### config.mk
export PLATFORM = sky130hd
export DESIGN_NAME = my_cpu16_ctrl
export DESIGN_NICKNAME = d
export VERILOG_FILES = /design/src/rtl/my_cpu16_pkg.sv /design/src/rtl/my_cpu16_fdec.sv /design/src/rtl/my_cpu16_ctrl.sv
export SDC_FILE = /design/constraint.sdc
export NUM_CORES = 1
export LEC_CHECK = 0
export CAP_MARGIN = 20
export CORE_MARGIN = 1.5
export CORE_UTILIZATION = 53
export CTS_CLUSTER_SIZE = 25
export DETAILED_ROUTE_END_ITERATION = 8
export PLACE_DENSITY = 0.85
export SETUP_SLACK_MARGIN = 0.5
export SYNTH_ARGS = -nofsm -noshare
export SYNTH_HDL_FRONTEND = slang
export SYNTH_SLANG_ARGS = --single-unit
### constraint.sdc
create_clock -name CK -period 4.4 [get_ports CK]
set_input_delay 0.88 -clock CK [delete_from_list [all_inputs] [get_ports CK]]
set_output_delay 0.88 -clock CK [all_outputs]
set_load 0.03 [all_outputs]
### src/rtl/my_cpu16_pkg.sv
// Shared types and constants for the 16-bit CPU sequencer: FSM state encoding,
// opcode/function codes and the ALU select bundle.
package my_cpu16_pkg;

   typedef enum logic [2:0] {
      StIdle,
      StFetch,
      StDecode,
      StExec,
      StWb,
      StHalt,
      StFault
   } state_t;

   localparam logic [3:0] OP_ALU  = 4'h0;
   localparam logic [3:0] OP_JMP  = 4'h8;
   localparam logic [3:0] OP_HALT = 4'hF;

   localparam logic [3:0] F_ADD = 4'hA;
   localparam logic [3:0] F_SUB = 4'h2;
   localparam logic [3:0] F_AND = 4'hC;
   localparam logic [3:0] F_OR  = 4'hE;
   localparam logic [3:0] F_XOR = 4'hD;
   localparam logic [3:0] F_NOT = 4'hB;

   typedef struct packed {
      logic s_sub;
      logic s_fas;
      logic s_and;
      logic s_or;
      logic s_xor;
      logic s_not;
   } alu_sel_t;

   localparam alu_sel_t SEL_NONE = '0;

   function automatic logic [15:0] jmp_target(input logic [15:0] ir);
      return {4'h0, ir[11:0]};
   endfunction

endpackage

### src/rtl/my_cpu16_fdec.sv
// ALU function decoder: maps IR[7:4] onto the six ALU select lines plus a
// valid flag. Purely combinational; the sequencer gates it by state.
module my_cpu16_fdec
   import my_cpu16_pkg::*;
(
   input  logic [3:0] func,
   output alu_sel_t   sel,
   output logic       valid
);

   always_comb begin
      sel   = SEL_NONE;
      valid = 1'b1;
      unique case (func)
         F_ADD: sel.s_fas = 1'b1;
         F_SUB: begin
            sel.s_fas = 1'b1;
            sel.s_sub = 1'b1;
         end
         F_AND: sel.s_and = 1'b1;
         F_OR:  sel.s_or  = 1'b1;
         F_XOR: sel.s_xor = 1'b1;
         F_NOT: sel.s_not = 1'b1;
         default: valid = 1'b0;
      endcase
   end

endmodule

### src/rtl/my_cpu16_ctrl.sv
// Multi-cycle sequencer: fetches over a REQ/ACK handshake, owns PC and IR and
// drives register-file addresses, write enable and ALU selects phase by phase.
module my_cpu16_ctrl
   import my_cpu16_pkg::*;
#(
   parameter logic [15:0] RESET_PC      = 16'h0000,
   parameter int unsigned FETCH_TIMEOUT = 15
) (
   input  logic        CK,
   input  logic        RST,
   input  logic        START,
   output logic        IMEM_REQ,
   output logic [15:0] IMEM_ADDR,
   input  logic        IMEM_ACK,
   input  logic [15:0] IMEM_DATA,
   output logic [15:0] IR,
   output logic [3:0]  N1,
   output logic [3:0]  N2,
   output logic [3:0]  WN,
   output logic        WE,
   output logic        S_SUB,
   output logic        S_FAS,
   output logic        S_AND,
   output logic        S_OR,
   output logic        S_XOR,
   output logic        S_NOT,
   output logic        BUSY,
   output logic        HALTED,
   output logic        FAULT,
   output logic        ILLEGAL
);

   localparam logic [7:0] CNT_LAST = 8'(FETCH_TIMEOUT - 1);

   state_t      state_q;
   logic [15:0] pc_q;
   logic [15:0] ir_q;
   logic [7:0]  cnt_q;
   logic        req_q;
   logic        we_q;
   alu_sel_t    sel_q;
   logic        busy_q;
   logic        halted_q;
   logic        fault_q;
   logic        illegal_q;

   alu_sel_t    dec_sel;
   logic        dec_valid;
   logic [3:0]  opcode;

   assign opcode = ir_q[15:12];

   my_cpu16_fdec u_fdec (
      .func  (ir_q[7:4]),
      .sel   (dec_sel),
      .valid (dec_valid)
   );

   // All outputs are registered; each transition sets the outputs of the
   // state being entered so they are valid for that whole cycle.
   always_ff @(posedge CK or posedge RST) begin
      if (RST) begin
         state_q   <= StIdle;
         pc_q      <= RESET_PC;
         ir_q      <= 16'h0000;
         cnt_q     <= 8'd0;
         req_q     <= 1'b0;
         we_q      <= 1'b0;
         sel_q     <= SEL_NONE;
         busy_q    <= 1'b0;
         halted_q  <= 1'b0;
         fault_q   <= 1'b0;
         illegal_q <= 1'b0;
      end else begin
         we_q      <= 1'b0;
         illegal_q <= 1'b0;
         unique case (state_q)
            StIdle: begin
               if (START) begin
                  state_q <= StFetch;
                  req_q   <= 1'b1;
                  busy_q  <= 1'b1;
               end
            end
            StFetch: begin
               if (IMEM_ACK) begin
                  ir_q    <= IMEM_DATA;
                  pc_q    <= pc_q + 16'd1;
                  cnt_q   <= 8'd0;
                  req_q   <= 1'b0;
                  state_q <= StDecode;
               end else if (cnt_q == CNT_LAST) begin
                  cnt_q   <= cnt_q + 8'd1;
                  req_q   <= 1'b0;
                  busy_q  <= 1'b0;
                  fault_q <= 1'b1;
                  state_q <= StFault;
               end else begin
                  cnt_q <= cnt_q + 8'd1;
               end
            end
            StDecode: begin
               state_q <= StExec;
               if (opcode == OP_ALU) begin
                  sel_q     <= dec_valid ? dec_sel : SEL_NONE;
                  illegal_q <= ~dec_valid;
               end
            end
            StExec: begin
               if (opcode == OP_ALU && dec_valid) begin
                  we_q    <= 1'b1;
                  state_q <= StWb;
               end else if (opcode == OP_HALT) begin
                  sel_q    <= SEL_NONE;
                  busy_q   <= 1'b0;
                  halted_q <= 1'b1;
                  state_q  <= StHalt;
               end else begin
                  if (opcode == OP_JMP) begin
                     pc_q <= jmp_target(ir_q);
                  end
                  sel_q   <= SEL_NONE;
                  req_q   <= 1'b1;
                  state_q <= StFetch;
               end
            end
            StWb: begin
               sel_q   <= SEL_NONE;
               req_q   <= 1'b1;
               state_q <= StFetch;
            end
            StHalt: state_q <= StHalt;
            StFault: state_q <= StFault;
            default: state_q <= StIdle;
         endcase
      end
   end

   assign IMEM_REQ  = req_q;
   assign IMEM_ADDR = pc_q;
   assign IR        = ir_q;
   assign N1        = ir_q[11:8];
   assign N2        = ir_q[3:0];
   assign WN        = ir_q[11:8];
   assign WE        = we_q;
   assign S_SUB     = sel_q.s_sub;
   assign S_FAS     = sel_q.s_fas;
   assign S_AND     = sel_q.s_and;
   assign S_OR      = sel_q.s_or;
   assign S_XOR     = sel_q.s_xor;
   assign S_NOT     = sel_q.s_not;
   assign BUSY      = busy_q;
   assign HALTED    = halted_q;
   assign FAULT     = fault_q;
   assign ILLEGAL   = illegal_q;

endmodule

==> results of run 1 <==
how the worst max path moves through the flow:
stage,slack [ns],depth (start not counted),endpoint
after floorplan,2.00,6,IR[0]$_DFFE_PP0P_
after global placement,1.20,5,IR[13]$_DFFE_PP0P_
after detailed placement,1.14,5,IR[4]$_DFFE_PP0P_
after CTS,1.48,5,IR[4]$_DFFE_PP0P_
after global routing,1.39,5,IR[5]$_DFFE_PP0P_
final,1.51,5,IR[5]$_DFFE_PP0P_
worst max-delay path: stages:
cell and delay [ns]:
clkdlybuf4s50_1 0.69, nor2b_1 0.23, a31oi_1 0.12, nor3_4 0.75, mux2_2 0.42
state kept, by name (all words and copies together), names as in the netlist, 3 cells and up:
name,count
IR,16
state_q,3
IMEM_ADDR,16
cnt_q,8
cell type report:
| class | instances | area (um^2) | share of cell area (%) |
|---|---|---|---|
| flip-flops and latches | 55 | 1380 | 37.1 |
| inverters | 7 | 26.3 | 0.708 |
| clock buffers | 8 | 100 | 2.70 |
| multi-input cells | 208 | 1350 | 36.5 |
| well taps | 70 | 87.6 | 2.36 |
| repair buffers | 77 | 766 | 20.6 |
routing by layer:
metal,part of all wire (%),vias up
met3,6.6,12
li1,-,1178
met5,0,-
met1,43,1222
met4,1.7,0
met2,48,105
cells by family after synthesis:
family                   Yosys count
AND/OR/NAND/NOR                  105
AO/OA/AOI/OAI                     76
flip-flops                        55
buffers and inverters             32
multiplexers                      23
adder cells (fa/ha/maj)            3
XOR/XNOR                           1
layout by cell type (no fill, tap or decap), types with 9 or more instances in the layout:
master           instances
nor3_1                   9
nand2_1                 27
clkdlybuf4s50_1         75
nor2_1                  14
mux2_2                  20
a21oi_1                 22
o21ai_0                 24
nand3_1                 14
dfrtp_1                 55
power by group through the flow:
stage | logic, W | clock network [W] | registers [W]
final | 0.00164 | 0.000305 | 0.000987
after global routing | 0.00174 | 0.000327 | 0.00103
after CTS | 0.00165 | 0.000309 | 0.000981
after detailed placement | 0.00164 | 0 | 0.000989
after global placement | 0.00161 | 0 | 0.000975
after floorplan | 0.000847 | 0 | 0.00124
metrics by stage:
stage	worst slack [ns]	hold WS [ns]	cells	total power, W	util (%)
5_1_grt	1.39	0.488	425	0.00309	71.3
6_report	1.51	0.475	425	0.00293	71.3
4_1_cts	1.48	0.475	425	0.00294	71.3
2_1_floorplan	2.00	0.451	295	0.00209	-
3_5_place_dp	1.14	0.454	417	0.00263	69.4
3_3_place_gp	1.20	0.439	417	0.00258	69.4
==> out/metrics.cfg, run 1 <==
[clock_network]
htreeDepth=2
ctsResizeCount=0
cts_root_buf=clkbuf_8
cts_setup_buffers=0
cts_buffer_depth=2
postCtsHoldBufs=0
clk_latency_ns=0.31
clock-sinks=55
cts_tree=done
cts-buffers-inserted=5
clk_pin_slew_ns=0.09

[logic_synthesis]
yosysMostFrequentCell=dfrtp_1
netlist.area_leader.share_pct=47.0
ys_top_cells_by_area=dfrtp_1 47%, mux2_2 7.7%, o21ai_0 4.1%
synth_area_leader_cell=dfrtp_1
synthSimpleGateAreaFrac_pct=19.4
synth_flop_cell=dfrtp_1
synth_nets=318
synth_compound_gate_area_share_pct=16.6
ys_seq_area_share_pct=47.0
synth_seq_cells=55
synth_area_um2=2930
synthArstFlopShare_pct=100
synth_area_per_cell_um2=9.92
synth_edf_count=0
ys_top_cells_by_count=55 x dfrtp_1, 27 x nand2_1, 24 x o21ai_0
synthAdderAreaFrac_pct=1.28
synthMuxAreaShare_pct=8.73
netlist_instances=295
synth_top_family_by_area=simple AND/OR/NAND/NOR gates
synth_xor_area_share_pct=0.299
post_synth_num_cell_types=49
ys_warn_count=0

[routing]
vias=2517
drtIter0Drc=240
viasPerCell=5.92
drt_pass1_iterations=7
drc_errors=0
wl_per_cell_um=16.2
wl_mm=6.88
final_antenna_net_count=0

[placed_design]
hpwl_mm=4.98
placed_area_um2=3610
gp_congestion=0.833
port_buffers=75

[sta]
setup-violations-final=0
finalSetupTns_ns=0
finClkSkew_ns=0.00623
worst_slew_pin_slew_ns=1.01
max_freq_mhz=346
maxSlewHeadroom_pct=32.6
rsz0062_at_grt=false
post-route-min-period_ns=2.89
period_share_pct=65.7
hold_violations=0
slew_violations=0

[power]
p_leak_nw=1.55
power.share.sequential_pct=33.7
p_sw_w=0.00139
p_sw_share_pct=47.3
internal_power_w=0.00154
p_comb_share_pct=55.9
p_per_area_nw_per_um2=790
clkPwrFrac_pct=10.4
ir_worst_vdd_uv=453

[floorplan]
core_um2=5200
placementRows=26
initial_core_util_pct=56.2
die_h_um=77.3
die_w_um=77.3
die-area_um2=5970
pin_count=76

[grt]
antenna_found_initial=0
met2_usage_pct=38.4
use_met1_pct=33.2
overflow=0
gr-usage-met3_pct=3.93
grt_pass1_vias=2292
grt_max_degree=33
busiest_layer=met2
grt_pass1_wl_mm=11.3
grtUsageTotal_pct=24.0

[critical_path]
r2r_setup_slack_ns=1.72
crit_start=IMEM_ACK
cp_max_fo=19
r2r_end=IMEM_REQ$_DFFE_PP0P_
r2r_start=state_q[1]$_DFFE_PP0P_
worstSetupPathType=primary input to flop
worst_ep_arrival_time_ns=3.09
rr_worst_depth=5
crit_required_ns=4.60
crit_path_end_kind=flop
setup.worst_path.start_class=primary input

[worst_hold_path]
hp-class=flop to flop
min_from=FAULT$_DFFE_PP0P_
whs_endpoint=FAULT$_DFFE_PP0P_
hold_depth=1

[cells_and_area]
drive_gt1_share_pct=11.8
fillCellCount=412
syn2layout_area_growth_pct=26.8
antennaDiodeCount=0
nets=377
design_area_um2=3710

[run_status]
status=finished clean

[run]
max_cap_violations=0

Note: power is estimated with default switching activity, not from simulation.
==> run 2: changes to the inputs <==
--- a/config.mk
+++ b/config.mk
@@ -7,10 +7,10 @@
 export LEC_CHECK = 0
 export CAP_MARGIN = 20
 export CORE_MARGIN = 1.5
-export CORE_UTILIZATION = 53
+export CORE_UTILIZATION = 49
 export CTS_CLUSTER_SIZE = 25
 export DETAILED_ROUTE_END_ITERATION = 8
-export PLACE_DENSITY = 0.85
+export PLACE_DENSITY = 0.79
 export SETUP_SLACK_MARGIN = 0.5
 export SYNTH_ARGS = -nofsm -noshare
 export SYNTH_HDL_FRONTEND = slang
==> constraint.sdc (replaced) <==
create_clock -name CK -period 2.72 [get_ports CK]
set_input_delay 0.544 -clock CK [delete_from_list [all_inputs] [get_ports CK]]
set_output_delay 0.544 -clock CK [all_outputs]
set_load 0.03 [all_outputs]
==> run 2 against run 1 <==
Compared with the run above: combinational power up 63%; non-clock buffer count grew 4; die area grew 7.8%; register-to-register slack worse by 1.1 ns; clock power up 44%; worst hold slack improved by 0.0024 ns; first-iteration DRC count decreased by 20%; flip-flop and latch count unchanged; routed wire length down 2.0%; sequential share of layout area is 0.28 points lower; core utilization is 5.0 points lower; critical path depth is 1 lower; critical endpoint is now S_FAS$_DFFE_PP0P_.
==> out/metrics.cfg, run 2 (synthesis gave the netlist of run 1 again) <==
[run_status]
status=finished clean

[sta]
rsz0062_at_grt=false
slew_violations=0  ; unchanged
setup-violations-final=0  ; unchanged
worst_slew_pin_slew_ns=0.589  ; -0.419 ns
hold_violations=0  ; unchanged
post-route-min-period_ns=2.15
max_freq_mhz=466
period_share_pct=78.9
maxSlewHeadroom_pct=60.7  ; +28 points
finalSetupTns_ns=0  ; unchanged
finClkSkew_ns=0.0124  ; +0.00619 ns

[floorplan]
die_w_um=80.3  ; +3.8%
placementRows=27  ; +3.8%
die_h_um=80.3  ; +3.8%
initial_core_util_pct=51.9  ; -4.4 points
die-area_um2=6440  ; +7.8%
pin_count=76  ; unchanged
core_um2=5640  ; +8.4%

[critical_path]
worstSetupPathType=flop to flop
cpMostUsedCell=or4_4
worstPathCellList=or4_4 -> or4_4 -> o211ai_4 -> mux2_2
crit_path_end_kind=flop
cp_max_fo=7  ; -12
setup.worst_path.start_class=flop
worst_ep_arrival_time_ns=2.34  ; -0.75 ns
cpPeakStageDelay_ns=0.59  ; -0.16 ns
cpMaxStageDelayCell=or4_4
crit_required_ns=2.91  ; -1.69 ns

[placed_design]
gp_congestion=0.909  ; +9.2%
placed_area_um2=3650  ; +1.2%
hpwl_mm=4.99  ; +0.19%
port_buffers=75  ; unchanged

[routing]
drtIter0Drc=191  ; -20%
final_antenna_net_count=0  ; unchanged
viasPerCell=5.88  ; -0.73%
wl_per_cell_um=15.6  ; -3.4%
wl_mm=6.74  ; -2.0%
drt_pass1_iterations=4  ; -3
vias=2534  ; +0.68%
drc_errors=0  ; unchanged

[cells_and_area]
seq_area_um2=1380  ; about the same
fillCellCount=471  ; +14%
mostFrequentLayoutCell=clkdlybuf4s50_1
nets=381  ; +1.1%
syn2layout_area_growth_pct=27.9
multi_input_area_um2=1350  ; unchanged
drive_gt1_share_pct=13.1  ; +1.3 points
antennaDiodeCount=0  ; unchanged
layout_common_cells=75 x clkdlybuf4s50_1, 54 x dfrtp_1, 27 x nand2_1
design_area_um2=3740  ; +0.84%

[clock_network]
cts_buffer_depth=2  ; unchanged
clk_pin_slew_ns=0.10  ; about the same
htreeDepth=2  ; unchanged
cts-buffers-inserted=5  ; unchanged
clock-sinks=55  ; unchanged
clk_latency_ns=0.30  ; about the same
cts_root_buf=clkbuf_8
cts_tree=done

[grt]
grt_pass1_wl_mm=11.4  ; +0.25%
grt_pass1_vias=2443  ; +6.6%
overflow=0  ; unchanged
grtUsageTotal_pct=22.5  ; -1.5 points
antenna_found_initial=0  ; unchanged
grt_max_degree=30  ; -9.1%

[power]
p_per_area_nw_per_um2=1260  ; +59%
p_leak_nw=1.56  ; +0.87%
ir_worst_vdd_uv=684  ; +51%

[run]
max_cap_violations=0  ; unchanged

[worst_hold_path]
hp-class=flop to flop

## run 2: through the flow
step | std cells | util [%] | hold WS [ns] | setup WS [ns] | power [W]
after floorplan | 295 | - | 0.451 | 0.556 | 0.00337
after global placement | 423 | 64.8 | 0.440 | 0.417 | 0.00421
after CTS | 431 | 66.3 | 0.475 | 0.562 | 0.00472
after global routing | 431 | 66.3 | 0.485 | 0.504 | 0.00501
final | 431 | 66.3 | 0.477 | 0.574 | 0.00470
after detailed placement | 423 | 64.8 | 0.450 | 0.319 | 0.00427
## run 2: layout make-up
type | count | area share [%]
Tap cell | 72 | 2.41
Multi-Input combinational cell | 208 | 36.2
Sequential cell | 55 | 36.8
Timing Repair Buffer | 81 | 21.6
Inverter | 7 | 0.702
Clock inverter | 2 | 0.334
Clock buffer | 6 | 1.94
## run 2: metal layers
metal / global-route usage, % / vias to the layer above / routed length, um
met5: 0 / - / 0
met2: 36.8 / 85 / 3260
met1: 30.5 / 1251 / 2980
met4: 7.24 / 0 / 104
met3: 3.64 / 9 / 390
li1: - / 1189 / -
## run 2: critical path, delay by kind of cell (launching register included)
kind	cells	cell delay [ns]
mux	1	0.37
compound gates	1	0.15
simple gates	2	1.05
flops	1	0.45
## run 2: timing repair
action / CTS / global route
setup endpoints to repair: 0 / 1
endpoints found under the hold margin: 0 / 0
resized for setup: 0 / 1
hold buffers: 0 / 0
buffers inserted: 0 / 0
## run 2: power by group
part	switching [W]	total (W)	internal [W]
clock network	0.000258	0.000439	0.000181
logic	0.00154	0.00268	0.00115
registers	0.000434	0.00157	0.00114
## run 2: path summary, 6_finish.rpt
kind / start / to / slack, ns / depth (start not counted)
max: IR[15]$_DFFE_PP0P_ / S_FAS$_DFFE_PP0P_ / 0.57 / 4
min: FAULT$_DFFE_PP0P_ / FAULT$_DFFE_PP0P_ / 0.48 / 1
max reg2reg: IR[15]$_DFFE_PP0P_ / S_FAS$_DFFE_PP0P_ / 0.57 / 4
min reg2reg: FAULT$_DFFE_PP0P_ / FAULT$_DFFE_PP0P_ / 0.48 / 1
max in group asynchronous: RST / IMEM_ADDR[15]$_DFFE_PP0P_ / 1.54 / 3
min in group asynchronous: RST / S_XOR$_DFFE_PP0P_ / 0.62 / 2
